## src/rtl/vdp_pkg.sv

```systemverilog
// Shared definitions for the VDP CPU-port controller.
//   - command codes latched from the second control-port byte
//   - prefetch / CRAM-pair FSM states
//   - VRAM and CRAM address widths, plus the wrapping VRAM address increment
package vdp_pkg;

  localparam int unsigned VRAM_AW = 14;
  localparam int unsigned CRAM_AW = 6;

  typedef enum logic [1:0] {
    CODE_VRAM_RD = 2'd0,
    CODE_VRAM_WR = 2'd1,
    CODE_REG_WR  = 2'd2,
    CODE_CRAM_WR = 2'd3
  } code_e;

  typedef enum logic [1:0] {
    S_IDLE    = 2'd0,
    S_RD_ADDR = 2'd1,
    S_RD_CAP  = 2'd2,
    S_CRAM2   = 2'd3
  } state_e;

  // 14-bit modulo increment: 3FFF wraps to 0000.
  function automatic logic [VRAM_AW-1:0] addr_inc(input logic [VRAM_AW-1:0] a);
    return a + VRAM_AW'(1);
  endfunction

endpackage

```

## src/rtl/vdp_port_ctrl.sv

```systemverilog
// CPU-side VDP port controller. Decodes control/data port accesses into VDP register
// writes, VRAM port-A reads/writes and CRAM writes; sole master of VRAM port A.
//
// Ports:
//   vga_clk, rst                      clock, asynchronous active-high reset
//   cpu_wr_ctrl/cpu_wr_data           one-cycle write strobes carrying cpu_di
//   cpu_rd_ctrl/cpu_rd_data           one-cycle read strobes (status / data)
//   cpu_do                            registered read data, valid the cycle after a read
//   busy, overrun                     FSM activity; sticky flag for dropped strobes
//   status_in, status_rd              VDP status byte in; pulse on a status read
//   vram_addr/we/di, vram_do          VRAM port A (1-cycle synchronous read latency)
//   reg_we/addr/data                  VDP register write
//   cram_we/addr/di                   CRAM byte write
module vdp_port_ctrl
  import vdp_pkg::*;
#(
  parameter int unsigned NUM_REGS  = 11,
  parameter bit          CRAM_PAIR = 1'b1
) (
  input  logic               vga_clk,
  input  logic               rst,
  input  logic               cpu_wr_ctrl,
  input  logic               cpu_wr_data,
  input  logic               cpu_rd_ctrl,
  input  logic               cpu_rd_data,
  input  logic [7:0]         cpu_di,
  output logic [7:0]         cpu_do,
  output logic               busy,
  output logic               overrun,
  input  logic [7:0]         status_in,
  output logic               status_rd,
  output logic [VRAM_AW-1:0] vram_addr,
  output logic               vram_we,
  output logic [7:0]         vram_di,
  input  logic [7:0]         vram_do,
  output logic               reg_we,
  output logic [3:0]         reg_addr,
  output logic [7:0]         reg_data,
  output logic               cram_we,
  output logic [CRAM_AW-1:0] cram_addr,
  output logic [7:0]         cram_di
);

  state_e             state_q, state_d;
  code_e              code_q, code_d;
  logic [VRAM_AW-1:0] addr_q, addr_d;
  logic               first_done_q, first_done_d;
  logic [7:0]         latch_q, latch_d;
  logic [7:0]         read_buf_q, read_buf_d;
  logic [7:0]         cram_lo_q, cram_lo_d;
  logic [7:0]         cram_hi_q, cram_hi_d;
  logic               busy_q, busy_d;
  logic               overrun_q, overrun_d;
  logic [7:0]         cpu_do_q, cpu_do_d;
  logic               status_rd_q, status_rd_d;
  logic [VRAM_AW-1:0] vram_addr_q, vram_addr_d;
  logic               vram_we_q, vram_we_d;
  logic [7:0]         vram_di_q, vram_di_d;
  logic               reg_we_q, reg_we_d;
  logic [3:0]         reg_addr_q, reg_addr_d;
  logic [7:0]         reg_data_q, reg_data_d;
  logic               cram_we_q, cram_we_d;
  logic [CRAM_AW-1:0] cram_addr_q, cram_addr_d;
  logic [7:0]         cram_di_q, cram_di_d;

  logic               any_strobe, multi_strobe;
  logic               acc_wr_ctrl, acc_wr_data, acc_rd_data, acc_rd_ctrl;
  logic               start_rd;
  logic [VRAM_AW-1:0] rd_addr;
  code_e              new_code;

  assign any_strobe   = cpu_wr_ctrl | cpu_wr_data | cpu_rd_ctrl | cpu_rd_data;
  assign multi_strobe = (cpu_wr_ctrl & (cpu_wr_data | cpu_rd_data | cpu_rd_ctrl)) |
                        (cpu_wr_data & (cpu_rd_data | cpu_rd_ctrl)) |
                        (cpu_rd_data & cpu_rd_ctrl);

  // Priority wr_ctrl > wr_data > rd_data > rd_ctrl; nothing is accepted while busy.
  assign acc_wr_ctrl = ~busy_q & cpu_wr_ctrl;
  assign acc_wr_data = ~busy_q & ~cpu_wr_ctrl & cpu_wr_data;
  assign acc_rd_data = ~busy_q & ~cpu_wr_ctrl & ~cpu_wr_data & cpu_rd_data;
  assign acc_rd_ctrl = ~busy_q & ~cpu_wr_ctrl & ~cpu_wr_data & ~cpu_rd_data & cpu_rd_ctrl;

  assign new_code = code_e'(cpu_di[7:6]);

  always_comb begin
    state_d      = state_q;
    code_d       = code_q;
    addr_d       = addr_q;
    first_done_d = first_done_q;
    latch_d      = latch_q;
    read_buf_d   = read_buf_q;
    cram_lo_d    = cram_lo_q;
    cram_hi_d    = cram_hi_q;
    cpu_do_d     = cpu_do_q;
    vram_addr_d  = vram_addr_q;
    vram_di_d    = vram_di_q;
    reg_addr_d   = reg_addr_q;
    reg_data_d   = reg_data_q;
    cram_addr_d  = cram_addr_q;
    cram_di_d    = cram_di_q;
    vram_we_d    = 1'b0;
    reg_we_d     = 1'b0;
    cram_we_d    = 1'b0;
    status_rd_d  = 1'b0;
    start_rd     = 1'b0;
    rd_addr      = addr_q;
    overrun_d    = overrun_q | multi_strobe | (busy_q & any_strobe);

    unique case (state_q)
      S_RD_ADDR: state_d = S_RD_CAP;
      S_RD_CAP: begin
        read_buf_d = vram_do;
        state_d    = S_IDLE;
      end
      S_CRAM2: begin
        // Second half of the Game Gear pair: the odd byte captured on the strobe.
        cram_we_d   = 1'b1;
        cram_addr_d = {addr_q[CRAM_AW-1:1], 1'b1};
        cram_di_d   = cram_hi_q;
        addr_d      = addr_inc(addr_q);
        state_d     = S_IDLE;
      end
      default: begin
        if (acc_wr_ctrl) begin
          if (!first_done_q) begin
            latch_d      = cpu_di;
            addr_d       = {addr_q[VRAM_AW-1:8], cpu_di};
            first_done_d = 1'b1;
          end else begin
            code_d       = new_code;
            addr_d       = {cpu_di[5:0], addr_q[7:0]};
            first_done_d = 1'b0;
            unique case (new_code)
              CODE_VRAM_RD: begin
                start_rd = 1'b1;
                rd_addr  = {cpu_di[5:0], addr_q[7:0]};
              end
              CODE_REG_WR: begin
                if (32'(cpu_di[3:0]) < NUM_REGS) begin
                  reg_we_d   = 1'b1;
                  reg_addr_d = cpu_di[3:0];
                  reg_data_d = latch_q;
                end
              end
              default: ;
            endcase
          end
        end else if (acc_wr_data) begin
          first_done_d = 1'b0;
          if (code_q != CODE_CRAM_WR) begin
            vram_we_d   = 1'b1;
            vram_addr_d = addr_q;
            vram_di_d   = cpu_di;
            read_buf_d  = cpu_di;
            addr_d      = addr_inc(addr_q);
          end else if (!CRAM_PAIR) begin
            cram_we_d   = 1'b1;
            cram_addr_d = addr_q[CRAM_AW-1:0];
            cram_di_d   = cpu_di;
            addr_d      = addr_inc(addr_q);
          end else if (!addr_q[0]) begin
            cram_lo_d = cpu_di;
            addr_d    = addr_inc(addr_q);
          end else begin
            // Even byte goes out now; odd byte is held and written next cycle.
            cram_we_d   = 1'b1;
            cram_addr_d = {addr_q[CRAM_AW-1:1], 1'b0};
            cram_di_d   = cram_lo_q;
            cram_hi_d   = cpu_di;
            state_d     = S_CRAM2;
          end
        end else if (acc_rd_data) begin
          cpu_do_d     = read_buf_q;
          first_done_d = 1'b0;
          start_rd     = 1'b1;
          rd_addr      = addr_q;
        end else if (acc_rd_ctrl) begin
          cpu_do_d     = status_in;
          status_rd_d  = 1'b1;
          first_done_d = 1'b0;
        end
      end
    endcase

    if (start_rd) begin
      vram_addr_d = rd_addr;
      addr_d      = addr_inc(rd_addr);
      state_d     = S_RD_ADDR;
    end

    // Busy also covers the cycle in which the last FSM action lands on the outputs
    // (read_buf capture or the second CRAM byte).
    busy_d = (state_d != S_IDLE) || (state_q != S_IDLE);
  end

  always_ff @(posedge vga_clk or posedge rst) begin
    if (rst) begin
      state_q      <= S_IDLE;
      code_q       <= CODE_VRAM_RD;
      addr_q       <= '0;
      first_done_q <= 1'b0;
      latch_q      <= '0;
      read_buf_q   <= '0;
      cram_lo_q    <= '0;
      cram_hi_q    <= '0;
      busy_q       <= 1'b0;
      overrun_q    <= 1'b0;
      cpu_do_q     <= '0;
      status_rd_q  <= 1'b0;
      vram_addr_q  <= '0;
      vram_we_q    <= 1'b0;
      vram_di_q    <= '0;
      reg_we_q     <= 1'b0;
      reg_addr_q   <= '0;
      reg_data_q   <= '0;
      cram_we_q    <= 1'b0;
      cram_addr_q  <= '0;
      cram_di_q    <= '0;
    end else begin
      state_q      <= state_d;
      code_q       <= code_d;
      addr_q       <= addr_d;
      first_done_q <= first_done_d;
      latch_q      <= latch_d;
      read_buf_q   <= read_buf_d;
      cram_lo_q    <= cram_lo_d;
      cram_hi_q    <= cram_hi_d;
      busy_q       <= busy_d;
      overrun_q    <= overrun_d;
      cpu_do_q     <= cpu_do_d;
      status_rd_q  <= status_rd_d;
      vram_addr_q  <= vram_addr_d;
      vram_we_q    <= vram_we_d;
      vram_di_q    <= vram_di_d;
      reg_we_q     <= reg_we_d;
      reg_addr_q   <= reg_addr_d;
      reg_data_q   <= reg_data_d;
      cram_we_q    <= cram_we_d;
      cram_addr_q  <= cram_addr_d;
      cram_di_q    <= cram_di_d;
    end
  end

  assign cpu_do    = cpu_do_q;
  assign busy      = busy_q;
  assign overrun   = overrun_q;
  assign status_rd = status_rd_q;
  assign vram_addr = vram_addr_q;
  assign vram_we   = vram_we_q;
  assign vram_di   = vram_di_q;
  assign reg_we    = reg_we_q;
  assign reg_addr  = reg_addr_q;
  assign reg_data  = reg_data_q;
  assign cram_we   = cram_we_q;
  assign cram_addr = cram_addr_q;
  assign cram_di   = cram_di_q;

endmodule
```

## config.mk

```make
export PLATFORM = sky130hd
export DESIGN_NAME = vdp_port_ctrl
export DESIGN_NICKNAME = d
export VERILOG_FILES = /design/src/rtl/vdp_pkg.sv /design/src/rtl/vdp_port_ctrl.sv
export SDC_FILE = /design/constraint.sdc
export NUM_CORES = 1
export LEC_CHECK = 0
export CORE_MARGIN = 4
export CORE_UTILIZATION = 50
export CTS_CLUSTER_SIZE = 16
export DETAILED_ROUTE_END_ITERATION = 10
export MAX_ROUTING_LAYER = met4
export PLACE_DENSITY = 0.79
export SLEW_MARGIN = 20
export SYNTH_ARGS = -nofsm -noshare
export SYNTH_HDL_FRONTEND = slang
export SYNTH_SLANG_ARGS = --single-unit
```

## constraint.sdc

```tcl
create_clock -name vga_clk -period 3.9 [get_ports vga_clk]
set_input_delay 0.585 -clock vga_clk [delete_from_list [all_inputs] [get_ports vga_clk]]
set_output_delay 0.585 -clock vga_clk [all_outputs]
set_load 0.03 [all_outputs]
```

# Yosys cells after proc, flatten, opt, wreduce, memory -nomap -nowiden
# Index checks and enable logic that the tools add are counted.
classes:
  bitwise: 33
  add_sub_neg: 2
  reduce_logical: 31
  n_eq_ne: 14
  n_mux: 68
  n_lt_le_gt_ge: 1
ops:
  columns: ["operator", "n"]
  rows:
  - ["$mux W14", 15]
  - ["$mux W8", 9]
  - ["$pmux W8 S2", 2]
  - ["$mux W1", 29]
  - ["$add A14 B1 Y14 const B", 2]
  - ["$pmux W14 S2", 1]
  - ["$mux W6", 4]
  - ["$reduce_and A4 Y1", 6]
  - ["$reduce_and A5 Y1", 4]
  - ["$reduce_bool A2 Y1", 9]
  - ["$ne A2 B1 Y1 const B", 6]
  - ["$not A1 Y1", 12]
  - ["$pmux W6 S2", 1]
  - ["$and A1 B1 Y1", 11]
  - ["$mux W2", 5]
  - ["$or A1 B1 Y1", 10]
  - ["$reduce_and A3 Y1", 3]
  - ["$ne A4 B2 Y1 const B", 2]
  - ["$reduce_bool A4 Y1", 2]
  - ["$eq A2 B2 Y1 const B", 3]
  - ["$reduce_or A2 Y1", 3]
  - ["$ne A5 B1 Y1 const B", 1]
  - ["$lt A4 B4 Y1 const B", 1]
  - ["$pmux W2 S2", 1]
  - ["other kinds (7)", 7]
word_totals:
  ff_bits: 113
  inputBits: 30
  output_inout_bits: 62
  elab_cells: 172

# Logic depth before layout (Yosys ltp)
depth:
  word_depth: 11
  depth_mapped: 10
  ltp_nobuf: 8

# Worst setup path after synthesis
# No wires, ideal clock.
synth_path:
  path_type: "in2reg"
  start: "input port cpu_di[6]"
  end: "register addr_q[13]"
  n_path_buf: 3
  cell_stages: 9
  t_required_ns: 3.774
  setup_slack_ns: 1.712
  setup_ns: 0.126
  arrival_time_ns: 2.062
  path_cell_list: "clkbuf_1 -> nor3b_2 -> and3_1 -> buf_6 -> buf_8 -> nand4_2 -> a21oi_2 -> xor2_1 -> a221o_1"
synth_between:
  elab_chain_len: 7
  word_cells_on_any_way: 16
  classes_between: "1 x add/sub; 3 x eq/ne; 9 x mux; 3 x reduce/logical"
synth_rtl:
  columns: ["item", "line_no", "rtl"]
  rows:
  - ["start, declared", "vdp_port_ctrl.sv:26", "input logic [7:0] cpu_di,"]
  - ["$logic_not A2 Y1 (*)", "vdp_port_ctrl.sv:133", "unique case (new_code)"]
  - ["$mux W14 or $mux W1 (tied branches)", "vdp_port_ctrl.sv:133", null]
  - ["$mux W14 or $mux W1 (tied branches)", "vdp_port_ctrl.sv:125", "if (!first_done_q) begin"]
  - ["$mux W14 or $mux W1 (tied branches)", "vdp_port_ctrl.sv:124", "if (acc_wr_ctrl) begin"]
  - ["$mux W14 or $mux W1 (tied branches)", "vdp_port_ctrl.sv:109", "unique case (state_q)"]
  - ["$add A14 B1 Y14, or another cell as far along", "vdp_pkg.sv:26", "return a + VRAM_AW'(1);"]
  - ["$mux W14 or $reduce_and A4 Y1 (tied branches)", null, null]
  - ["end signal, assigned", "vdp_port_ctrl.sv:222", "addr_q <= addr_d;"]
  - ["end, declared", "vdp_port_ctrl.sv:46", "logic [VRAM_AW-1:0] addr_q, addr_d;"]
# Every way passes the cells marked *; elsewhere a longest branch is shown, timed or not.
# A chain may end at the register's enable or synchronous reset.

# Worst setup path after layout
layout_path:
  start: "register state_q[1]"
  end: "register vram_addr_q[0], in the netlist vram_addr[0]"
layout_between:
  elab_chain_len: 5
  word_cells_on_any_way: 12
  classes_between: "5 x eq/ne; 3 x mux; 4 x reduce/logical"
layout_rtl:
  columns: ["item", "line_no", "rtl"]
  rows:
  - ["start, declared", "vdp_port_ctrl.sv:44", "state_e state_q, state_d;"]
  - ["start signal, assigned", "vdp_port_ctrl.sv:220", "state_q <= state_d;"]
  - ["$eq A2 B2 Y1 or $eq A2 B1 Y1 (tied branches)", "vdp_port_ctrl.sv:109", null]
  - ["$reduce_or A3 Y1 (no source line) (*)", null, null]
  - ["$mux W1", "vdp_port_ctrl.sv:109", null]
  - ["$ne A2 B1 Y1 (no source line) or $reduce_bool A2 Y1 (tied branches)", null, null]
  - ["$reduce_and A4 Y1 (no source line)", null, null]
  - ["end signal, assigned", "vdp_port_ctrl.sv:232", "vram_addr_q <= vram_addr_d;"]
  - ["end, declared", "vdp_port_ctrl.sv:56", "logic [VRAM_AW-1:0] vram_addr_q, vram_addr_d;"]
# Marked as above.

==> summary.md <==
| Metric | Value |
|---|---|
| # DRC | 0 |
| Slowest CP cell | nand2_1 |
| Worst Path Buf+Inv | 2 |
| Post-synthesis register bit count | 113 |
| Die Y | 113.1 um |
| Area grow syn2layout | 29.60% |
| Final hold vios | 0 |
| Sequential share of the synthesized area | 51.18% |
| Worst path cell trace | inv_1 > ha_1 > buf_4 > nor4b_2 > and2_1 > nor2_2 > nand2_1 > mux2_2 |
| Maxcap violations | 0 |
| Cts bufs inserted | 17 |
| CP endpoint kind | flip-flop |
| CP Launch Type | flip-flop |
| Post-route setup TNS | 0 ns |
| Max FO, Critical Path | 20 |
| # placed instances | 723 |
| Critical path class | flip-flop to flip-flop |
| Syn Nets | 546 |
| Post-synth EDFFs | 0 |
| Layout cell share with drive strength beyond 1 | 19.51% |
| Final cell count without fillers | 755 |
| Die ar. | 0.01280 mm2 |
| GRT Util Overall | 23.28% |
| Cell variety after synth | 59 |
| Total congestion overflow | 0 |
| Ys flop type | dfrtp_1 |
| Worst setup margin | 1.159 ns |
| Starting Density | 50.97% |
| RSZ-0062 raised after global routing | false |
| WP depth | 8 |
| Antenna-violating nets left | 0 |
| CTS H-Tree Depth | 4 |
| Maximum clock frequency | 364.8 MHz |
| Clk_skew | 0.01030 ns |
| CP max stage delay | 0.57 ns |
| Routed len/inst | 18.55 um |
| Final period utilization | 70.28% |
| Most used cells in the layout excluding fill and tap cells | dfrtp_1, clkdlybuf4s50_1, mux2_2 |
| Hold WS | 0.4919 ns |
| Total number of vias | 4,334 |
| Pwr dens | 840.5 mW/mm2 |
| Worst slew pin tran | 0.8858 ns |
| Util after Layout | 66.05% |
| Min-delay src | overrun$_DFF_PP0_ |
| Cells on worst reg2reg path | 8 |
| Minimum clock period | 2.741 ns |
| RePlAce Congestion | 0.9344 |
| PortBufs | 91 |
| WP data required | 4.30 ns |
| Internal power | 3708 uW |
| Hold crit path type | flip-flop to flip-flop |
| Hold buffers post-CTS | 0 |
| Commonest non-fill, non-tap cell in the layout | dfrtp_1 |
| Outcome | finished, final reports clean |
| Ant diodes | 0 |
| Post-CTS Setup Bufs | 0 |
| Drt total wl | 14,010 um |
| Critical path's top delay family | simple AND/OR/NAND/NOR gates |
| Crit. Startpoint | state_q[1]$_DFF_PP0_ |
| Post-cts sizing count | 0 |
| Mapped Cells | 510 |
| CTS Buffer Depth | 2 |
| Logic pwr share | 40.6% |
| Clock Power Share | 25.0% |
| Vias in the first global route | 4,400 |
| Nets | 638 |
| Reg clk slew, reported paths | 0.06 ns |
| Clk_lat worst skew | 0.52 ns |
| Post-synth top area cell | dfrtp_1 |
| Relative slew slack | 40.63% |
| Arr. time, crit path | 3.14 ns |
| Horiz. Die Dim | 113.1 um |
| Num rows | 38 |
| Synth top area cells | dfrtp_1, mux2_2, mux2i_1 |
| Leak | 0.003032 uW |
| Sw Ratio | 38.39% |
| Sink Count | 113 |
| TritonCTS clock tree | yes |
| Setup-failing EPs final | 0 |
| Sw Pwr | 2311 uW |
| First-pass GRT wire length | 22,630 um |
| Final Max Slew Viols | 0 |
| Mean post-synth cell area | 10.83 um2 |
| Core area | 0.01084 mm2 |
| Share of the synthesized area in the top cell type | 51.18% |
| Largest net degree at the start of global routing | 63 |
| 1st-iter DRT viols | 308 |
| Io pins | 92 |
| Post-Place Setup Slack | 0.6581 ns |
| Initial antenna violation count | 0 |
| VDD IR-drop max | 0.5731 mV |
| Number of synthesis warnings | 0 |
| Synth async-reset ratio | 100.0% |
| WHS Path Cells | 1 |
| Drt first pass iters | 6 |
| Synth Cell Area | 0.005525 mm2 |
| Clock root buffer | clkbuf_8 |
| Sequential share of power | 34.4% |
| RR Startpoint | state_q[1]$_DFF_PP0_ |
| HPWL Detailed | 9540 um |
| Routed vias/inst | 5.740 |
## power groups by stage
stage | Clock, uW | Sequential (uW) | Combinational [uW]
3_3_place_gp | 0 | 2050 | 2370
6_report | 1510 | 2070 | 2440
2_1_floorplan | 0 | 2490 | 1090
5_1_grt | 1580 | 2140 | 2630
4_1_cts | 1520 | 2070 | 2450
3_5_place_dp | 0 | 2080 | 2430
## registers in the layout (all words and copies together), names as in the netlist, 4 cells and up
name	cells
addr_q	14
vram_addr	14
cpu_do	8
cram_di	8
cram_hi_q	8
cram_lo_q	8
latch_q	8
read_buf_q	8
reg_data	8
vram_di	8
cram_addr	6
reg_addr	4
## cell families (layout without fill, tap and decap cells)
logic type	Yosys count	count (layout)	synth area share (%)
multiplexers	81	81	15.94
adder cells (fa/ha/maj)	6	6	1.359
AND/OR/NAND/NOR	153	153	14.72
AO/OA/AOI/OAI	101	101	11.05
buffers and inverters	45	150	4.008
XOR/XNOR	11	11	1.744
flip-flops	113	113	51.18
## path summary, 6_finish.rpt
check	slack, ns	endpoint
max in group asynchronous	2.65	addr_q[8]$_DFFE_PP0P_
hold reg to reg	0.49	overrun$_DFF_PP0_
setup reg to reg	1.16	vram_addr[0]$_DFFE_PP0P_
min in group asynchronous	0.51	cram_di[6]$_DFFE_PP0P_
hold / removal	0.49	overrun$_DFF_PP0_
setup / recovery	1.16	vram_addr[0]$_DFFE_PP0P_
## cell usage after synthesis (7+ instances only)
| cell | instances |
|---|---|
| inv_1 | 11 |
| nand3_1 | 18 |
| nand2_1 | 36 |
| mux2i_1 | 25 |
| and3_1 | 7 |
| xnor2_1 | 7 |
| dfrtp_1 | 113 |
| o21ai_0 | 23 |
| mux2_2 | 55 |
| buf_2 | 14 |
| clkbuf_1 | 12 |
| nor2_1 | 44 |
| a21oi_1 | 41 |
## area by class of cell
| class | count | area (um2) |
|---|---|---|
| Fill cell | 844 | 3680 |
| Sequential cell | 113 | 2828 |
| Multi-Input combinational cell | 352 | 2482 |
| Timing Repair Buffer | 107 | 1044 |
| Clock buffer | 20 | 455.4 |
| Tap cell | 140 | 175.2 |
| Clock inverter | 12 | 132.6 |
| Inverter | 11 | 43.79 |
## per-stage QoR
step / power (uW) / area, um2
after floorplan: 3582 / 5525
after global placement: 4427 / 6573
after detailed placement: 4511 / 6573
after CTS: 6047 / 7161
after global routing: 6349 / 7161
final: 6018 / 7161
## per-layer routing
layer  vias up  global-route usage, %  part of all wire (%)
li1       2006                      -                     -
met1      2134                  30.40                    44
met2       158                  35.11                    47
met3        36                  5.722                   6.5
met4         0                  9.375                   2.6
met5         -                      -                     0
No activity file was read; power rests on OpenSTA's default activity.
